==> src/rtl/alsu_cmd_sequencer_pkg.sv <==
// Shared definitions for the ALSU command sequencer: FSM encoding, command field layout, defaults.
// The ALSU top-level wrapper decodes commands with the same field positions.
package alsu_cmd_sequencer_pkg;

  localparam int DEFAULT_DEPTH = 4;
  localparam int DEFAULT_LAT   = 2;

  localparam int CMD_W = 16;
  localparam int RES_W = 6;

  // {opcode, A, B, cin, serial_in, direction, red_op_A, red_op_B, byPass_A, byPass_B}
  localparam int OPCODE_MSB    = 15;
  localparam int OPCODE_LSB    = 13;
  localparam int A_MSB         = 12;
  localparam int A_LSB         = 10;
  localparam int B_MSB         = 9;
  localparam int B_LSB         = 7;
  localparam int CIN_BIT       = 6;
  localparam int SERIAL_IN_BIT = 5;
  localparam int DIRECTION_BIT = 4;
  localparam int RED_OP_A_BIT  = 3;
  localparam int RED_OP_B_BIT  = 2;
  localparam int BYPASS_A_BIT  = 1;
  localparam int BYPASS_B_BIT  = 0;

  typedef enum logic [1:0] {
    ST_IDLE    = 2'd0,
    ST_ISSUE   = 2'd1,
    ST_WAIT    = 2'd2,
    ST_CAPTURE = 2'd3
  } seq_state_e;

  typedef struct packed {
    logic [2:0] opcode;
    logic [2:0] a;
    logic [2:0] b;
    logic       cin;
    logic       serial_in;
    logic       direction;
    logic       red_op_a;
    logic       red_op_b;
    logic       bypass_a;
    logic       bypass_b;
  } alsu_cmd_t;

  function automatic alsu_cmd_t unpack_cmd(input logic [CMD_W-1:0] raw);
    alsu_cmd_t c;
    c.opcode    = raw[OPCODE_MSB:OPCODE_LSB];
    c.a         = raw[A_MSB:A_LSB];
    c.b         = raw[B_MSB:B_LSB];
    c.cin       = raw[CIN_BIT];
    c.serial_in = raw[SERIAL_IN_BIT];
    c.direction = raw[DIRECTION_BIT];
    c.red_op_a  = raw[RED_OP_A_BIT];
    c.red_op_b  = raw[RED_OP_B_BIT];
    c.bypass_a  = raw[BYPASS_A_BIT];
    c.bypass_b  = raw[BYPASS_B_BIT];
    return c;
  endfunction

endpackage

==> src/rtl/alsu_cmd_sequencer_if.sv <==
// Command, ALSU-drive and result bundle of the sequencer.
// err_clr/err_cnt exist only when ALSU_SEQ_ERR_CNT_EN is defined.
interface alsu_cmd_sequencer_if
  import alsu_cmd_sequencer_pkg::*;
#(
  parameter int DEPTH = DEFAULT_DEPTH
) ();

  logic                     cmd_valid;
  logic [CMD_W-1:0]         cmd_data;
  logic                     cmd_ready;

  logic [2:0]               alsu_A;
  logic [2:0]               alsu_B;
  logic [2:0]               alsu_opcode;
  logic                     alsu_cin;
  logic                     alsu_serial_in;
  logic                     alsu_direction;
  logic                     alsu_red_op_A;
  logic                     alsu_red_op_B;
  logic                     alsu_byPass_A;
  logic                     alsu_byPass_B;
  logic [RES_W-1:0]         alsu_out;
  logic                     alsu_valid;

  logic [RES_W-1:0]         res;
  logic                     res_err;
  logic                     res_valid;
  logic                     busy;
  logic [$clog2(DEPTH):0]   fifo_count;
`ifdef ALSU_SEQ_ERR_CNT_EN
  logic                     err_clr;
  logic [7:0]               err_cnt;
`endif

  // Environment side: command producer plus the ALSU datapath itself.
  modport master (
    output cmd_valid, cmd_data, alsu_out, alsu_valid,
`ifdef ALSU_SEQ_ERR_CNT_EN
    output err_clr, input err_cnt,
`endif
    input  cmd_ready, alsu_A, alsu_B, alsu_opcode, alsu_cin, alsu_serial_in,
           alsu_direction, alsu_red_op_A, alsu_red_op_B, alsu_byPass_A,
           alsu_byPass_B, res, res_err, res_valid, busy, fifo_count
  );

  modport slave (
    input  cmd_valid, cmd_data, alsu_out, alsu_valid,
`ifdef ALSU_SEQ_ERR_CNT_EN
    input err_clr, output err_cnt,
`endif
    output cmd_ready, alsu_A, alsu_B, alsu_opcode, alsu_cin, alsu_serial_in,
           alsu_direction, alsu_red_op_A, alsu_red_op_B, alsu_byPass_A,
           alsu_byPass_B, res, res_err, res_valid, busy, fifo_count
  );

endinterface

==> src/rtl/alsu_cmd_fifo.sv <==
// Synchronous DEPTH x WIDTH command FIFO with occupancy count; head word is visible
// combinationally so the sequencer can pop into its command register on one edge.
module alsu_cmd_fifo #(
  parameter  int DEPTH = 4,
  parameter  int WIDTH = 16,
  localparam int AW    = $clog2(DEPTH),
  localparam int CW    = AW + 1
) (
  input  logic             clk,
  input  logic             rst,
  input  logic             push_i,
  input  logic [WIDTH-1:0] din_i,
  input  logic             pop_i,
  output logic [WIDTH-1:0] dout_o,
  output logic             full_o,
  output logic             empty_o,
  output logic [CW-1:0]    count_o
);

  logic [WIDTH-1:0] mem_q [DEPTH];
  logic [AW-1:0]    wr_ptr_q, wr_ptr_d;
  logic [AW-1:0]    rd_ptr_q, rd_ptr_d;
  logic [CW-1:0]    count_q, count_d;
  logic             push_ok;
  logic             pop_ok;

  assign full_o  = (count_q == CW'(DEPTH));
  assign empty_o = (count_q == '0);
  assign count_o = count_q;
  assign dout_o  = mem_q[rd_ptr_q];

  // Full/empty gate the requests so a push when full or a pop when empty is a no-op.
  assign push_ok = push_i && !full_o;
  assign pop_ok  = pop_i && !empty_o;

  always_comb begin
    wr_ptr_d = wr_ptr_q;
    rd_ptr_d = rd_ptr_q;
    count_d  = count_q;
    if (push_ok) wr_ptr_d = wr_ptr_q + AW'(1);
    if (pop_ok)  rd_ptr_d = rd_ptr_q + AW'(1);
    case ({push_ok, pop_ok})
      2'b10:   count_d = count_q + CW'(1);
      2'b01:   count_d = count_q - CW'(1);
      default: count_d = count_q;
    endcase
  end

  always_ff @(posedge clk) begin
    if (push_ok) mem_q[wr_ptr_q] <= din_i;
  end

  always_ff @(posedge clk or posedge rst) begin
    if (rst) begin
      wr_ptr_q <= '0;
      rd_ptr_q <= '0;
      count_q  <= '0;
    end else begin
      wr_ptr_q <= wr_ptr_d;
      rd_ptr_q <= rd_ptr_d;
      count_q  <= count_d;
    end
  end

endmodule

==> src/rtl/alsu_cmd_sequencer.sv <==
// Buffers ALSU commands, issues them one at a time, waits LAT cycles and captures the result.
// Optional invalid-result counter is built when ALSU_SEQ_ERR_CNT_EN is defined.
module alsu_cmd_sequencer
  import alsu_cmd_sequencer_pkg::*;
#(
  parameter int DEPTH = DEFAULT_DEPTH,
  parameter int LAT   = DEFAULT_LAT
) (
  input logic                clk,
  input logic                rst,
  alsu_cmd_sequencer_if.slave bus
);

  localparam int         CW       = $clog2(DEPTH) + 1;
  localparam logic [3:0] LAT_LOAD = 4'(LAT);

  seq_state_e       state_q, state_d;
  logic [3:0]       wait_q, wait_d;
  logic [CMD_W-1:0] cmd_q, cmd_d;
  logic [RES_W-1:0] res_q, res_d;
  logic             res_err_q, res_err_d;
  logic             res_valid_q, res_valid_d;

  logic             fifo_pop;
  logic             fifo_full;
  logic             fifo_empty;
  logic [CMD_W-1:0] fifo_dout;
  logic [CW-1:0]    fifo_count;
  logic             load_wait;
  logic             capture;
  alsu_cmd_t        cmd_f;

  alsu_cmd_fifo #(
    .DEPTH (DEPTH),
    .WIDTH (CMD_W)
  ) u_fifo (
    .clk     (clk),
    .rst     (rst),
    .push_i  (bus.cmd_valid),
    .din_i   (bus.cmd_data),
    .pop_i   (fifo_pop),
    .dout_o  (fifo_dout),
    .full_o  (fifo_full),
    .empty_o (fifo_empty),
    .count_o (fifo_count)
  );

  always_ff @(posedge clk or posedge rst) begin
    if (rst) state_q <= ST_IDLE;
    else     state_q <= state_d;
  end

  always_comb begin
    state_d = state_q;
    unique case (state_q)
      ST_IDLE:    if (!fifo_empty) state_d = ST_ISSUE;
      ST_ISSUE:   state_d = ST_WAIT;
      ST_WAIT:    if (wait_q == 4'd1) state_d = ST_CAPTURE;
      ST_CAPTURE: state_d = ST_IDLE;
      default:    state_d = ST_IDLE;
    endcase
  end

  always_comb begin
    fifo_pop  = (state_q == ST_IDLE) && !fifo_empty;
    load_wait = (state_q == ST_ISSUE);
    capture   = (state_q == ST_CAPTURE);
  end

  // The command register is the only source of the ALSU inputs, so they move only on a pop.
  always_comb begin
    wait_d      = wait_q;
    cmd_d       = cmd_q;
    res_d       = res_q;
    res_err_d   = res_err_q;
    res_valid_d = capture;
    if (fifo_pop)                       cmd_d  = fifo_dout;
    if (load_wait)                      wait_d = LAT_LOAD;
    else if (state_q == ST_WAIT)        wait_d = wait_q - 4'd1;
    if (capture) begin
      res_d     = bus.alsu_out;
      res_err_d = !bus.alsu_valid;
    end
  end

  always_ff @(posedge clk or posedge rst) begin
    if (rst) begin
      wait_q      <= '0;
      cmd_q       <= '0;
      res_q       <= '0;
      res_err_q   <= 1'b0;
      res_valid_q <= 1'b0;
    end else begin
      wait_q      <= wait_d;
      cmd_q       <= cmd_d;
      res_q       <= res_d;
      res_err_q   <= res_err_d;
      res_valid_q <= res_valid_d;
    end
  end

  assign cmd_f = unpack_cmd(cmd_q);

  assign bus.alsu_opcode    = cmd_f.opcode;
  assign bus.alsu_A         = cmd_f.a;
  assign bus.alsu_B         = cmd_f.b;
  assign bus.alsu_cin       = cmd_f.cin;
  assign bus.alsu_serial_in = cmd_f.serial_in;
  assign bus.alsu_direction = cmd_f.direction;
  assign bus.alsu_red_op_A  = cmd_f.red_op_a;
  assign bus.alsu_red_op_B  = cmd_f.red_op_b;
  assign bus.alsu_byPass_A  = cmd_f.bypass_a;
  assign bus.alsu_byPass_B  = cmd_f.bypass_b;

  assign bus.cmd_ready  = !fifo_full;
  assign bus.fifo_count = fifo_count;
  assign bus.busy       = (state_q != ST_IDLE);
  assign bus.res        = res_q;
  assign bus.res_err    = res_err_q;
  assign bus.res_valid  = res_valid_q;

`ifdef ALSU_SEQ_ERR_CNT_EN
  logic [7:0] err_cnt_q, err_cnt_d;

  // Clear wins over a coincident error capture; the count saturates rather than wraps.
  always_comb begin
    err_cnt_d = err_cnt_q;
    if (bus.err_clr)
      err_cnt_d = 8'd0;
    else if (capture && !bus.alsu_valid && (err_cnt_q != 8'hFF))
      err_cnt_d = err_cnt_q + 8'd1;
  end

  always_ff @(posedge clk or posedge rst) begin
    if (rst) err_cnt_q <= 8'd0;
    else     err_cnt_q <= err_cnt_d;
  end

  assign bus.err_cnt = err_cnt_q;
`endif

endmodule
==> src/flat_wrapper.sv <==
// flat-port wrapper written by rule: the top's interface ports become plain ports
module alsu_cmd_sequencer_flat import alsu_cmd_sequencer_pkg::*;
#(
  parameter int DEPTH = DEFAULT_DEPTH,
  parameter int LAT   = DEFAULT_LAT
)
  (clk, rst, bus_cmd_valid, bus_cmd_data, bus_alsu_out, bus_alsu_valid, bus_cmd_ready, bus_alsu_A, bus_alsu_B, bus_alsu_opcode, bus_alsu_cin, bus_alsu_serial_in, bus_alsu_direction, bus_alsu_red_op_A, bus_alsu_red_op_B, bus_alsu_byPass_A, bus_alsu_byPass_B, bus_res, bus_res_err, bus_res_valid, bus_busy, bus_fifo_count);
  alsu_cmd_sequencer_if #(.DEPTH(DEPTH)) bus_i ();
  input logic clk;
  input logic rst;
  input wire logic [$bits(bus_i.cmd_valid)-1:0] bus_cmd_valid;
  input wire logic [$bits(bus_i.cmd_data)-1:0] bus_cmd_data;
  input wire logic [$bits(bus_i.alsu_out)-1:0] bus_alsu_out;
  input wire logic [$bits(bus_i.alsu_valid)-1:0] bus_alsu_valid;
  output wire logic [$bits(bus_i.cmd_ready)-1:0] bus_cmd_ready;
  output wire logic [$bits(bus_i.alsu_A)-1:0] bus_alsu_A;
  output wire logic [$bits(bus_i.alsu_B)-1:0] bus_alsu_B;
  output wire logic [$bits(bus_i.alsu_opcode)-1:0] bus_alsu_opcode;
  output wire logic [$bits(bus_i.alsu_cin)-1:0] bus_alsu_cin;
  output wire logic [$bits(bus_i.alsu_serial_in)-1:0] bus_alsu_serial_in;
  output wire logic [$bits(bus_i.alsu_direction)-1:0] bus_alsu_direction;
  output wire logic [$bits(bus_i.alsu_red_op_A)-1:0] bus_alsu_red_op_A;
  output wire logic [$bits(bus_i.alsu_red_op_B)-1:0] bus_alsu_red_op_B;
  output wire logic [$bits(bus_i.alsu_byPass_A)-1:0] bus_alsu_byPass_A;
  output wire logic [$bits(bus_i.alsu_byPass_B)-1:0] bus_alsu_byPass_B;
  output wire logic [$bits(bus_i.res)-1:0] bus_res;
  output wire logic [$bits(bus_i.res_err)-1:0] bus_res_err;
  output wire logic [$bits(bus_i.res_valid)-1:0] bus_res_valid;
  output wire logic [$bits(bus_i.busy)-1:0] bus_busy;
  output wire logic [$bits(bus_i.fifo_count)-1:0] bus_fifo_count;
  assign bus_i.cmd_valid = bus_cmd_valid;
  assign bus_i.cmd_data = bus_cmd_data;
  assign bus_i.alsu_out = bus_alsu_out;
  assign bus_i.alsu_valid = bus_alsu_valid;
  assign bus_cmd_ready = bus_i.cmd_ready;
  assign bus_alsu_A = bus_i.alsu_A;
  assign bus_alsu_B = bus_i.alsu_B;
  assign bus_alsu_opcode = bus_i.alsu_opcode;
  assign bus_alsu_cin = bus_i.alsu_cin;
  assign bus_alsu_serial_in = bus_i.alsu_serial_in;
  assign bus_alsu_direction = bus_i.alsu_direction;
  assign bus_alsu_red_op_A = bus_i.alsu_red_op_A;
  assign bus_alsu_red_op_B = bus_i.alsu_red_op_B;
  assign bus_alsu_byPass_A = bus_i.alsu_byPass_A;
  assign bus_alsu_byPass_B = bus_i.alsu_byPass_B;
  assign bus_res = bus_i.res;
  assign bus_res_err = bus_i.res_err;
  assign bus_res_valid = bus_i.res_valid;
  assign bus_busy = bus_i.busy;
  assign bus_fifo_count = bus_i.fifo_count;
  alsu_cmd_sequencer #(.DEPTH(DEPTH), .LAT(LAT)) u_core (.clk(clk), .rst(rst), .bus(bus_i));
endmodule
==> config.mk <==
export PLATFORM = sky130hd
export DESIGN_NAME = alsu_cmd_sequencer_flat
export DESIGN_NICKNAME = d
export VERILOG_FILES = /design/src/rtl/alsu_cmd_sequencer_pkg.sv /design/src/rtl/alsu_cmd_sequencer_if.sv /design/src/rtl/alsu_cmd_fifo.sv /design/src/rtl/alsu_cmd_sequencer.sv /design/src/flat_wrapper.sv
export SDC_FILE = /design/constraint.sdc
export NUM_CORES = 1
export LEC_CHECK = 0
export BUFFER_PORTS_ARGS = -buffer_cell sky130_fd_sc_hd__buf_2
export CORE_MARGIN = 2
export CORE_UTILIZATION = 37
export CTS_BUF_LIST = sky130_fd_sc_hd__clkbuf_4
export DETAILED_ROUTE_END_ITERATION = 10
export PLACE_DENSITY = 0.53
export SYNTH_ARGS = -nofsm -noshare
export SYNTH_HDL_FRONTEND = slang
export SYNTH_SLANG_ARGS = --single-unit
==> constraint.sdc <==
create_clock -name clk -period 3.4 [get_ports clk]
set_input_delay 0.68 -clock clk [delete_from_list [all_inputs] [get_ports clk]]
set_output_delay 0.68 -clock clk [all_outputs]
set_load 0.005 [all_outputs]
==> results.md <==
- Global-route wire length before repair: 11500 um
- Worst-path fanout max: 18
- Syn Area/Cell: 16.6 um2
- Leading area contributor after synthesis: edfxtp_1
- Number of global-route vias before repair: 2236
- Routed wire per std cell: 16.2 um
- Startpoint Class: register
- NumNets Final: 339
- GRT Overall Usage: 0.133
- Multi-input logic area: 1050 um2
- ANT nets after route: 0
- Crit Path Class: reg -> reg
- Final Hold Fails: 0
- Worst-case clock buffer depth: 2
- Ys async rst share: 0.366
- I/O pin count: 55
- Number of synthesized register bits: 101
- DRC violations left: 0
- Via count: 2089
- Total wire length: 7230 um
- Grt total ovfl: 0
- Hold_buf cts: 0
- Row cnt: 38
- Clk_skew: 0.0248 ns
- Clk root buf: clkbuf_4
- Seq/Total Area, Yosys: 0.709
- Post-CTS Setup Repair Bufs: 0
- RD Place Congestion: 0.669
- N_diodes: 0
- Sequential Area: 2850 um2
- Post-synth top flop: edfxtp_1
- Fillers: 998
- Worst IR Drop VDD: 0.310 mV
- Max H-tree Level: 3
- Chip Width: 108 um
- Data arrival, critical path: 2.94 ns
- Initial Util: 0.375
- Final instance area: 4550 um2
- Top-area cell type share of the netlist area: 0.479
- Inserted Clock Buffers: 9
- Core area: 10700 um2
- Post-synth EDFFs: 64
- R2R depth: 8
- Critical Path RT: 3.72 ns
- Worst slew pin tran: 0.837 ns
- Final setup violation count: 0
- Post-Syn Area: 4020 um2
- PD cells: 865 nW/um2
- Clock Pin Slew Worst Setup and Hold Paths: 0.15 ns
- Clk_lat worst skew: 0.44 ns
- LEAKAGE: 1.85 nW
- Worst Setup End Kind: register
- FMAX: 382 MHz
- Final Core Density: 0.426
- Final HPWL DP: 4580 um
- Number of max-cap violations: 0
- Outcome: complete, no violations
- Final Slew Violations: 0
- Synthesis Warnings: 0
- Layout cells sized above 1: 0.338
- Final Power: 3.94 mW
- Initial antenna violation count: 0
- Pin count of the biggest net entering global routing: 38
- 1st-iter DRT viols: 74
- Fin crit share: 0.770
- # clock sinks: 101
- # resized after CTS: 0
- PortBufs: 54
- Setup TNS Final: 0 ns
- RSZ-0062 raised after global routing: no
- Die Span Y: 108 um
- CTS tree: done
- Worst hold path type: in -> async
- Distinct cell type count after synthesis: 31
- Commonest non-fill, non-tap cell in the layout: edfxtp_1
- Initial DRT Pass Iterations: 4
- Slew HR: 0.442
- Fin crit period: 2.62 ns
- DP Area: 4410 um2
- Via-to-Cell Ratio: 4.69
- Commonest non-fill, non-tap cells in the layout: edfxtp_1 (64), buf_2 (54), nand2_1 (50)
- Die ar.: 11700 um2
- Synth-to-Final Area Change: 13.4%
- Synth top area cells: edfxtp_1 (48%), dfrtp_1 (23%), mux4_2 (9.0%), nand2_1 (4.7%), ha_1 (3.7%)
- Post-Synthesis Cells: 242
- Syn Nets: 281
[state kept, by name, indices dropped and copies added, names as in the netlist]
signal                  cells
u_core.bus.res_err          1
u_core.bus.res_valid        1
u_core.u_fifo.mem_q        64
u_core.u_fifo.count_o       3
u_core.bus.res              6
u_core.wait_q               4
u_core.u_fifo.wr_ptr_q      2
u_core.u_fifo.rd_ptr_q      2
u_core.state_q              2
u_core.cmd_f               16
[layout make-up]
| class | instances | area share |
|---|---|---|
| Timing Repair Buffer | 56 | 0.0626 |
| Inverter | 14 | 0.0115 |
| Multi-Input combinational cell | 118 | 0.231 |
| Sequential cell | 101 | 0.625 |
| Clock buffer | 9 | 0.0148 |
| Tap cell | 140 | 0.0385 |
| Clock inverter | 7 | 0.0162 |
[synthesized netlist by cell type (2+ instances only)]
cell and instances:
nor2_1 4, xnor2_1 4, and3_2 4, xor2_1 2, nand2_1 50, clkbuf_1 2
inv_1 13, mux4_2 16, edfxtp_1 64, buf_2 3, or3b_1 2, o21ai_0 2
buf_6 3, dfrtp_1 37, ha_1 12, mux2_2 8, a21oi_1 2
[layer usage]
metal,routed length [um],part of all wire,GRT usage
met3,303,0.042,0.0265
met2,3530,0.49,0.232
met1,3260,0.45,0.164
met4,140,0.019,0.0522
met5,0,0,0
[cell families after synthesis]
kind of cell,after synthesis,synth area share
and+or+nand+nor,64,0.0698
AOI/OAI and AO/OA,9,0.0184
adders and majority gates,13,0.0424
muxes,26,0.118
xor gates and xnor gates,6,0.0131
DFF,101,0.709
buffers and inverters,23,0.0290
[where the power goes]
part	leakage, nW	internal (mW)	switching (mW)
combinational	0.757	0.661	0.697
sequential	1.03	1.71	0.251
clock	0.0662	0.225	0.397
[per-stage QoR]
step / hold WS (ns) / cells / setup slack [ns]
2_1_floorplan: 0.470 / 242 / 1.24
3_3_place_gp: 0.462 / 429 / 0.801
3_5_place_dp: 0.478 / 429 / 0.733
4_1_cts: 0.327 / 445 / 0.709
5_1_grt: 0.348 / 445 / 0.507
6_report: 0.318 / 445 / 0.782
[worst max-delay path, stage by stage (launching register included)]
cell and delay [ns]:
dfrtp_1 0.48, o31ai_4 0.77, inv_2 0.35, ha_1 0.32, inv_1 0.07, fa_1 0.18, xor2_1 0.14, nor2_1 0.06
xor2_1 0.13
[path summary, 6_finish.rpt]
path,slack [ns],start,to
min in group clk,0.41,bus_alsu_valid,u_core.bus.res_err$_DFFE_PP0P_
max in group asynchronous,2.71,rst,u_core.cmd_f[13]$_DFFE_PP0P_
worst max register to register,0.78,u_core.u_fifo.count_o[2]$_DFFE_PP0P_,u_core.u_fifo.count_o[2]$_DFFE_PP0P_
worst min register to register,0.51,u_core.cmd_f[9]$_DFFE_PP0P_,u_core.cmd_f[9]$_DFFE_PP0P_
worst min-delay path,0.32,rst,u_core.bus.res[5]$_DFFE_PP0P_
worst max-delay path,0.78,u_core.u_fifo.count_o[2]$_DFFE_PP0P_,u_core.u_fifo.count_o[2]$_DFFE_PP0P_
No activity file was read; power rests on OpenSTA's default activity.
